$ cat src/rtl/motion_alarm_seq.sv
// Alarm event sequencer: runs one beep/blink pattern, a frame-capture handshake and a PS
// interrupt for each latched motion event, then clears the flag stage and holds off.
module motion_alarm_seq #(
  parameter int unsigned BEEP_HALF   = 25_000_000,
  parameter int unsigned BEEP_COUNT  = 4,
  parameter int unsigned CAP_TIMEOUT = 50_000_000,
  parameter int unsigned HOLDOFF     = 100_000_000,
  parameter int unsigned CNT_W       = 16
) (
  input  logic             i_clk,
  input  logic             i_rst,
  input  logic             i_enable,
  input  logic             i_motion_flag,
  input  logic             i_ps_ack,
  input  logic             i_cap_ack,
  output logic             o_buzzer,
  output logic             o_led,
  output logic             o_cap_req,
  output logic             o_irq,
  output logic             o_clr_flag,
  output logic             o_busy,
  output logic             o_cap_err,
  output logic [CNT_W-1:0] o_event_count
);

  localparam int unsigned NHALF  = 2 * BEEP_COUNT;
  localparam int unsigned HALF_W = (BEEP_HALF > 1) ? $clog2(BEEP_HALF) : 1;
  localparam int unsigned NH_W   = $clog2(NHALF + 1);
  localparam int unsigned CAP_W  = (CAP_TIMEOUT > 1) ? $clog2(CAP_TIMEOUT) : 1;
  localparam int unsigned HOLD_W = (HOLDOFF > 1) ? $clog2(HOLDOFF) : 1;

  typedef enum logic [1:0] {
    S_IDLE     = 2'd0,
    S_ALARM    = 2'd1,
    S_WAIT_ACK = 2'd2,
    S_HOLDOFF  = 2'd3
  } state_t;

  state_t             r_state;
  logic [HALF_W-1:0]  r_half_cnt;
  logic [NH_W-1:0]    r_half_idx;
  logic               r_beep_done;
  logic [CAP_W-1:0]   r_cap_cnt;
  logic [HOLD_W-1:0]  r_hold_cnt;
  logic               r_buzzer;
  logic               r_led;
  logic               r_cap_req;
  logic               r_irq;
  logic               r_clr_flag;
  logic               r_busy;
  logic               r_cap_err;
  logic [CNT_W-1:0]   r_event_count;

  logic w_half_wrap;
  logic w_last_half;
  logic w_beep_done_nxt;
  logic w_cap_expire;
  logic w_cap_done_nxt;
  logic w_trigger;
  logic w_hold_end;
  logic w_cnt_max;

  assign w_half_wrap     = (r_half_cnt == HALF_W'(BEEP_HALF - 1));
  assign w_last_half     = (r_half_idx == NH_W'(NHALF - 1));
  assign w_beep_done_nxt = r_beep_done | (w_half_wrap & w_last_half);
  // an ack on the expiry edge wins over the timeout
  assign w_cap_expire    = r_cap_req & ~i_cap_ack & (r_cap_cnt == CAP_W'(CAP_TIMEOUT - 1));
  assign w_cap_done_nxt  = ~r_cap_req | i_cap_ack | w_cap_expire;
  assign w_trigger       = i_enable & i_motion_flag;
  assign w_hold_end      = (r_hold_cnt == HOLD_W'(HOLDOFF - 1));
  assign w_cnt_max       = &r_event_count;

  always_ff @(posedge i_clk or posedge i_rst) begin
    if (i_rst) begin
      r_state       <= S_IDLE;
      r_half_cnt    <= '0;
      r_half_idx    <= '0;
      r_beep_done   <= 1'b0;
      r_cap_cnt     <= '0;
      r_hold_cnt    <= '0;
      r_buzzer      <= 1'b0;
      r_led         <= 1'b0;
      r_cap_req     <= 1'b0;
      r_irq         <= 1'b0;
      r_clr_flag    <= 1'b0;
      r_busy        <= 1'b0;
      r_cap_err     <= 1'b0;
      r_event_count <= '0;
    end else begin
      r_clr_flag <= 1'b0;
      if ((r_state != S_IDLE) && !i_enable) begin
        // disarm: drop everything, release the flag stage, keep cap_err
        r_state    <= S_IDLE;
        r_busy     <= 1'b0;
        r_buzzer   <= 1'b0;
        r_led      <= 1'b0;
        r_cap_req  <= 1'b0;
        r_irq      <= 1'b0;
        r_clr_flag <= 1'b1;
      end else begin
        case (r_state)
          S_IDLE: begin
            if (w_trigger) begin
              r_state     <= S_ALARM;
              r_busy      <= 1'b1;
              r_buzzer    <= 1'b1;
              r_led       <= 1'b1;
              r_cap_req   <= 1'b1;
              r_half_cnt  <= '0;
              r_half_idx  <= '0;
              r_beep_done <= 1'b0;
              r_cap_cnt   <= '0;
              if (!w_cnt_max) begin
                r_event_count <= r_event_count + CNT_W'(1);
              end
            end
          end
          S_ALARM: begin
            if (!r_beep_done) begin
              if (w_half_wrap) begin
                r_half_cnt <= '0;
                r_half_idx <= r_half_idx + NH_W'(1);
                if (w_last_half) begin
                  r_beep_done <= 1'b1;
                  r_buzzer    <= 1'b0;
                  r_led       <= 1'b0;
                end else begin
                  r_buzzer <= ~r_buzzer;
                  r_led    <= ~r_buzzer;
                end
              end else begin
                r_half_cnt <= r_half_cnt + HALF_W'(1);
              end
            end
            if (r_cap_req) begin
              if (i_cap_ack) begin
                r_cap_req <= 1'b0;
              end else if (w_cap_expire) begin
                r_cap_req <= 1'b0;
                r_cap_err <= 1'b1;
              end else begin
                r_cap_cnt <= r_cap_cnt + CAP_W'(1);
              end
            end
            // leave on the edge where both the beep and the capture finish
            if (w_beep_done_nxt && w_cap_done_nxt) begin
              r_state  <= S_WAIT_ACK;
              r_irq    <= 1'b1;
              r_led    <= 1'b1;
              r_buzzer <= 1'b0;
            end
          end
          S_WAIT_ACK: begin
            if (i_ps_ack) begin
              r_state    <= S_HOLDOFF;
              r_irq      <= 1'b0;
              r_led      <= 1'b0;
              r_clr_flag <= 1'b1;
              r_cap_err  <= 1'b0;
              r_hold_cnt <= '0;
            end
          end
          S_HOLDOFF: begin
            if (w_hold_end) begin
              r_state <= S_IDLE;
              r_busy  <= 1'b0;
            end else begin
              r_hold_cnt <= r_hold_cnt + HOLD_W'(1);
            end
          end
          default: begin
            r_state <= S_IDLE;
            r_busy  <= 1'b0;
          end
        endcase
      end
    end
  end

  assign o_buzzer      = r_buzzer;
  assign o_led         = r_led;
  assign o_cap_req     = r_cap_req;
  assign o_irq         = r_irq;
  assign o_clr_flag    = r_clr_flag;
  assign o_busy        = r_busy;
  assign o_cap_err     = r_cap_err;
  assign o_event_count = r_event_count;

endmodule

$ cat config.mk
export PLATFORM = sky130hd
export DESIGN_NAME = motion_alarm_seq
export DESIGN_NICKNAME = d
export VERILOG_FILES = /design/src/rtl/motion_alarm_seq.sv
export SDC_FILE = /design/constraint.sdc
export NUM_CORES = 1
export LEC_CHECK = 0
export BUFFER_PORTS_ARGS = -buffer_cell sky130_fd_sc_hd__buf_2
export CAP_MARGIN = 10
export CORE_ASPECT_RATIO = 1.2
export CORE_MARGIN = 5
export CORE_UTILIZATION = 39
export CTS_CLUSTER_DIAMETER = 150
export DETAILED_ROUTE_END_ITERATION = 8
export GPL_ROUTABILITY_DRIVEN = 0
export GPL_TIMING_DRIVEN = 0
export PLACE_DENSITY_LB_ADDON = 0.12
export RECOVER_POWER = 50
export SETUP_SLACK_MARGIN = 0.3
export SLEW_MARGIN = 30
export SYNTH_ARGS = -nofsm -noshare
export SYNTH_HDL_FRONTEND = slang
export SYNTH_SLANG_ARGS = --single-unit
$ cat constraint.sdc
create_clock -name i_clk -period 3.3 [get_ports i_clk]
set_input_delay 0.66 -clock i_clk [delete_from_list [all_inputs] [get_ports i_clk]]
set_output_delay 0.66 -clock i_clk [all_outputs]
set_load 0.02 [all_outputs]
==> results.json, run 1 <==
{
  "status": "finished, final reports clean",
  "syn-num-nets": 641,
  "avgRoutedWirePerCell_um": 15.30,
  "grt_pass1_vias": 4710,
  "cts.path.max_buffers": 2,
  "max_slew.worst_pin.slew_ns": 1.354,
  "yosys.area_share.simple": 0.2649,
  "comb_power_share": 0.269,
  "p_sw_frac": 0.3526,
  "crit-reg2reg-launch": "r_state[1]",
  "grt_max_degree": 26,
  "hold_class": "input pin to asynchronous set/reset pin",
  "crit_arrival_ns": 2.98,
  "pwr-share-clk": 0.310,
  "path_max_fanout": 10,
  "period_needed_ns": 2.703,
  "numPortBuffers": 28,
  "synth.avg_cell_area_um2": 9.198,
  "path_delay_family": "simple AND/OR/NAND/NOR gates",
  "finClkSkew_ns": 0.008349,
  "hold_violations": 0,
  "die_x_um": 120.9,
  "seq_power_share": 0.421,
  "fill_cells": 1459,
  "drive_gt1_frac": 0.07544,
  "cts_tree": "done",
  "clock-root-buffer": "clkbuf_16",
  "p_total_uw": 3765,
  "synthArstFlopShare": 1.000,
  "synthMuxAreaShare": 0.009126,
  "synth_compound_area_frac": 0.1206,
  "slew_violations": 0,
  "grt_pass1_wl_mm": 23.13,
  "antenna_found_initial": 1,
  "synth-seq-cells": 108,
  "dpl.hpwl_mm": 9.887,
  "netlist_area_um2": 5758,
  "diodes": 0,
  "die_h_um": 143.1,
  "critPathKind": "flop to flop",
  "io_pins": 29,
  "max_slew_margin": 0.09736,
  "synth_fa_ha_area_frac": 0.01956,
  "h-tree-depth": 3,
  "power_leakage_uw": 0.002717,
  "syn2layout_area_growth_pct": 13.91,
  "internal_power_uw": 2438,
  "core-area_um2": 14470,
  "numCtsBuffers": 9,
  "initial_core_util": 0.3978,
  "synth_edf_count": 0,
  "post-route-period-util": 0.8191,
  "ys.flop_type": "dfrtp_1",
  "end_kind": "flop",
  "worst_slack_ns": 0.5970,
  "yosysSeqAreaShare": 0.4694,
  "wirelength_mm": 13.40,
  "worstPathCellList": "inv_1 > ha_1 > clkinvlp_4 > o21ai_1 > nand2_1 > a21o_1 > clkbuf_1 > or4_1 > a21oi_1",
  "required_ns": 3.58,
  "clock_latency_ns": 0.35,
  "ys_types": 56,
  "grt_usage": 0.1643,
  "cts.clk_slew.worst_paths_ns": 0.07,
  "drv_cap": 0,
  "rows": 48,
  "startpoint": "r_state[1]",
  "initialDrtViolationCount": 327,
  "dr_total_vias": 4800,
  "cp_num_buf_inv": 3,
  "grt_overflow_total": 0,
  "ys_warn_count": 0,
  "rsz0062_at_grt": "no",
  "synth_top_family_by_area": "simple AND/OR/NAND/NOR gates",
  "setup_tns_ns": 0,
  "synth_cells": 626,
  "p_switching_uw": 1328,
  "clock_sinks": 108,
  "nNetsFinal": 686,
  "detail-route-antenna-nets": 0,
  "p_per_area_nw_per_um2": 574.1,
  "max_stage_delay_ns": 0.51,
  "fmax_mhz": 370.0,
  "setup_viol_count_final": 0,
  "drc": 0,
  "synthXorXnorAreaFrac": 0.08670,
  "start_kind": "flop",
  "ir_drop_uv": 295.7,
  "via_per_inst": 5.479,
  "preCtsSetupSlack_ns": 0.3433,
  "dieArea_um2": 17300,
  "first_pass_iters": 5,
  "cp_slowest_cell": "or4_1"
}
-- Yosys cell counts (2+ instances only) --
master     number  area [um2]
a2111oi_0       6       52.55
a211oi_1        2       15.01
a21oi_1        27       135.1
a22o_1          2       17.52
a31oi_1         5       31.28
and2_1          7       43.79
and3_1         15       93.84
and4_1          5       43.79
buf_2           2       10.01
clkbuf_1       23       86.33
dfrtp_1       108        2703
ha_1            9       112.6
inv_1          18       67.56
mux2_2          2       22.52
mux2i_1         3       30.03
nand2_1        55       206.5
nand2b_1        3       18.77
nand3_1        49       245.2
nand3b_1        2       15.01
nand4_1        30       187.7
nor2_1         65       244.0
nor2b_1         5       31.28
nor3_1         11       55.05
nor4_1          7       43.79
nor4b_1         3       26.28
nor4bb_1        6       60.06
o211ai_1        4       30.03
o21ai_0        32       160.2
o22ai_1         3       18.77
o2bb2ai_1       2       17.52
o31ai_1        12       90.09
or2_2           3       18.77
or3_1          14       87.58
or4_1           9       67.56
xnor2_1        26       227.7
xor2_1         31       271.5
-- path summary, 6_finish.rpt --
kind	end	slack [ns]	depth (start not counted)
setup / recovery	r_cap_cnt[5]	0.60	9
hold / removal	r_hold_cnt[5]	0.40	2
setup reg to reg	r_cap_cnt[5]	0.60	9
hold reg to reg	o_event_count[4]	0.49	1
max in group asynchronous	r_half_cnt[14]	1.06	5
min in group i_clk	o_event_count[4]	0.49	1
-- cells in the final DEF (no fill, tap or decap), types with 3 or more instances in the layout --
cell type     n
o211ai_1      4
nor2b_1       5
or3_1        14
mux2i_1       3
a2111oi_0     5
a21oi_1      27
nor4b_1       3
ha_1          9
and2_1        7
nor4bb_1      6
or4_1         9
nor2_1       65
buf_2        19
xnor2_1      26
and4_1        5
or2_2         3
inv_1        17
nand3_1      49
nand2b_1      3
nor4_1        6
nor3_1       11
a31oi_1       5
nand4_1      30
xor2_1       31
nand2_1      55
o22ai_1       3
clkinvlp_4    3
dfrtp_1     108
clkbuf_16     9
clkbuf_1     36
o31ai_1      12
o21ai_0      32
and3_1       15
-- cell families (layout without fill, tap and decap cells) --
logic type                 count (synthesis)  after routing
adders and majority gates                  9              9
muxes                                      5              5
and+or+nand+nor                          293            293
buffers and inverters                     45             95
AOI/OAI and AO/OA                        109            109
xor gates and xnor gates                  57             57
DFF                                      108            108
-- state kept, by name (all words and copies together) (netlist names) --
register and flops:
o_busy 1, o_buzzer 1, o_cap_err 1, o_cap_req 1, o_clr_flag 1, o_event_count 16
o_irq 1, o_led 1, r_beep_done 1, r_cap_cnt 26, r_half_cnt 25, r_half_idx 4
r_hold_cnt 27, r_state 2
-- power groups by stage --
stage	logic (uW)	registers (uW)	clock network, uW
CTS	1010	1580	1200
finish	1010	1590	1170
floorplan	625	1650	0
global route	1150	1600	1250
global placement	983	1600	0
detailed placement	1010	1610	0
-- timing repair --
action                                  CTS  global route
gates resized for setup                   0             3
hold buffers                              0             0
endpoints found under the setup margin    0            18
setup buffers                             0             2
-- metal layers --
layer,vias to the layer above,global-route usage,part of all wire
li1,2357,-,-
met1,2351,0.2205,0.48
met2,72,0.2649,0.48
met3,18,0.02496,0.030
met4,2,0.07041,0.017
met5,-,0,0.00097
-- worst register-to-register path, delay by kind of cell, from the launching register on --
kind | cells | cell delay [ns]
buffers and inverters | 3 | 0.56
AO/OA/AOI/OAI | 3 | 0.63
flip-flops | 1 | 0.44
AND/OR/NAND/NOR | 2 | 0.67
adder cells (fa/ha/maj) | 1 | 0.33
-- area by class of cell --
type | count | area [um2] | share of cell area
buffer | 26 | 101.3 | 0.01545
clock buffer | 11 | 232.7 | 0.03548
clock inverter | 5 | 83.83 | 0.01278
inverter | 19 | 76.32 | 0.01164
multi-input combinational | 473 | 2892 | 0.4409
sequential | 108 | 2703 | 0.4121
tap | 200 | 250.2 | 0.03815
timing repair buffer | 34 | 220.2 | 0.03357
-- stage by stage --
stage	hold slack [ns]	utilization	instance area, um2	instances
2_1_floorplan	0.4450	-	5762	626
3_3_place_gp	0.4755	0.4251	6152	854
3_5_place_dp	0.4788	0.4321	6254	858
4_1_cts	0.3070	0.4539	6570	874
5_1_grt	0.4559	0.4531	6559	876
6_report	0.3990	0.4531	6559	876
(Power assumes the default switching activity.)
==> run 2, diff against run 1 <==
Clock period 3.3 ns to 2.43 ns, I/O delays scaled along.
==> run 2 against run 1 <==
  * Critical path type unchanged
  * Total power up 58%
  * Clock-buffer cell count up 1
  * Routed wire length up 14%
  * Setup slack worse by 0.48 ns
  * Largest power group is now combinational logic
  * Final cell count up 6.4%
  * Via count up 6.9%
  * Register-to-register slack worse by 0.48 ns
  * Clock skew up 0.00069 ns
==> results.json, run 2 (synthesized netlist as in run 1, its figures left out) <==
{
  "grt_pass1_wl_mm": 24.46,
  "initial_core_util": 0.3978,
  "antenna_found_initial": 0,
  "post-route-period-util": 0.9532,
  "mostFrequentLayoutCells": "dfrtp_1 (104), nor2_1 (61), nand2_1 (49), nand3_1 (46), buf_4 (44)",
  "p_per_area_nw_per_um2": 766.2,
  "max_slew_margin": 0.2406,
  "via_per_inst": 5.506,
  "io_pins": 29,
  "grt_max_degree": 29,
  "drc": 0,
  "drive_gt1_frac": 0.3019,
  "post_dp_cell_area_um2": 6277,
  "largest_reg_flops": 27,
  "cts.clk_slew.worst_paths_ns": 0.07,
  "design_area_um2": 7776,
  "hold-worst-slack_ns": 0.2661,
  "required_ns": 2.71,
  "final_common_cell": "dfrtp_1",
  "cp.depth": 7,
  "initialDrtViolationCount": 299,
  "fmax_mhz": 431.7,
  "numPortBuffers": 28,
  "worstPathCellList": "ha_2 > nand4_1 > or2_1 > or4_4 > buf_6 > or4_1 > a21oi_2",
  "rows": 48,
  "worst_slack_ns": 0.1137,
  "core-area_um2": 14470,
  "cp_num_buf_inv": 1,
  "hold_class": "input pin to asynchronous set/reset pin",
  "die_h_um": 143.1,
  "period_needed_ns": 2.316,
  "dr_total_vias": 5132,
  "finClkSkew_ns": 0.009038,
  "holdBufCountCts": 0,
  "clock_sinks": 108,
  "diodes": 0,
  "first_pass_iters": 5,
  "preCtsSetupSlack_ns": -0.3812,
  "numCtsBuffers": 9,
  "slew_violations": 0,
  "dieArea_um2": 17300,
  "cp_slowest_cell": "or4_1",
  "start_kind": "flop",
  "cts.path.max_buffers": 2,
  "drv_cap": 0,
  "ir_drop_uv": 381.5,
  "path_delay_family": "simple AND/OR/NAND/NOR gates",
  "nNetsFinal": 743,
  "top_regs": "r_hold_cnt: 27 flops, r_cap_cnt: 26 flops, r_half_cnt: 25 flops",
  "grt_pass1_vias": 4949,
  "cts_tree": "done",
  "grt_usage": 0.1731,
  "r2r_cells": 7,
  "end_kind": "flop",
  "status": "finished, final reports clean",
  "r2r_setup_slack_ns": 0.11,
  "max_stage_delay_ns": 0.49,
  "largest-register": "r_hold_cnt",
  "h-tree-depth": 3,
  "setup_viol_count_final": 0,
  "critPathKind": "flop to flop",
  "syn2layout_area_growth_pct": 35.05,
  "dpl.hpwl_mm": 9.731,
  "grt_overflow_total": 0,
  "die_x_um": 120.9,
  "max_slew.worst_pin.slew_ns": 1.139,
  "power_leakage_uw": 0.003269,
  "hold_violations": 0,
  "detail-route-antenna-nets": 0,
  "clock-root-buffer": "clkbuf_16",
  "crit_arrival_ns": 2.60,
  "path_max_fanout": 7,
  "avgRoutedWirePerCell_um": 16.36,
  "wirelength_mm": 15.25,
  "clock_latency_ns": 0.36,
  "rsz0062_at_grt": "yes"
}
## run 2: power by group
part           total [uW]  switching (uW)  leakage, uW  internal, uW
registers            2160             194      0.00148          1960
clock network        1560             677     0.000155           881
logic                2240            1280      0.00163           965
total                5960            2150      0.00327          3810
## run 2: per-layer routing
layer | up-vias | part of all wire | track usage
met4 | 0 | 0.017 | 0.06325
met2 | 96 | 0.50 | 0.2857
met3 | 20 | 0.032 | 0.02536
li1 | 2470 | - | -
met1 | 2546 | 0.45 | 0.2317
met5 | - | 0 | 0
## run 2: layout make-up
| type | count | area (um2) |
|---|---|---|
| multi-input cells | 473 | 3501 |
| inverters | 19 | 90.09 |
| well taps | 200 | 250.2 |
| fillers | 1284 | 6698 |
| flip-flops and latches | 108 | 2708 |
| clock inverters | 3 | 43.79 |
| plain buffers | 26 | 232.7 |
| repair buffers | 91 | 684.4 |
| clock buffers | 12 | 266.5 |
## run 2: what timing repair did
action | CTS | global route
pin swaps | 24 | 44
setup buffers | 29 | 26
setup endpoints to repair | 96 | 89
gates cloned | 0 | 4
resized for setup | 97 | 109
## run 2: worst register-to-register path, cell delays in order, from the launching register on
cell and delay [ns]:
dfrtp_1 0.41, ha_2 0.21, nand4_1 0.13, or2_1 0.29
or4_4 0.43, buf_6 0.15, or4_1 0.49, a21oi_2 0.14
## run 2: final timing paths
kind | from | to
setup reg to reg | r_cap_cnt[1] | r_cap_cnt[18]
max in group asynchronous | i_rst | o_event_count[6]
setup / recovery | r_cap_cnt[1] | r_cap_cnt[18]
hold reg to reg | o_event_count[4] | o_event_count[4]
hold / removal | i_rst | r_hold_cnt[3]
min in group i_clk | i_ps_ack | o_clr_flag
## run 2: per-stage QoR
stage                       util  total power [uW]  TNS, ns  std cells
after floorplan                -              3100        0        626
after global placement    0.4267              3516   -26.03        854
after detailed placement  0.4337              3574   -9.255        858
after CTS                 0.4979              5614        0        902
after global routing      0.5373              6271        0        932
final                     0.5373              5958        0        932
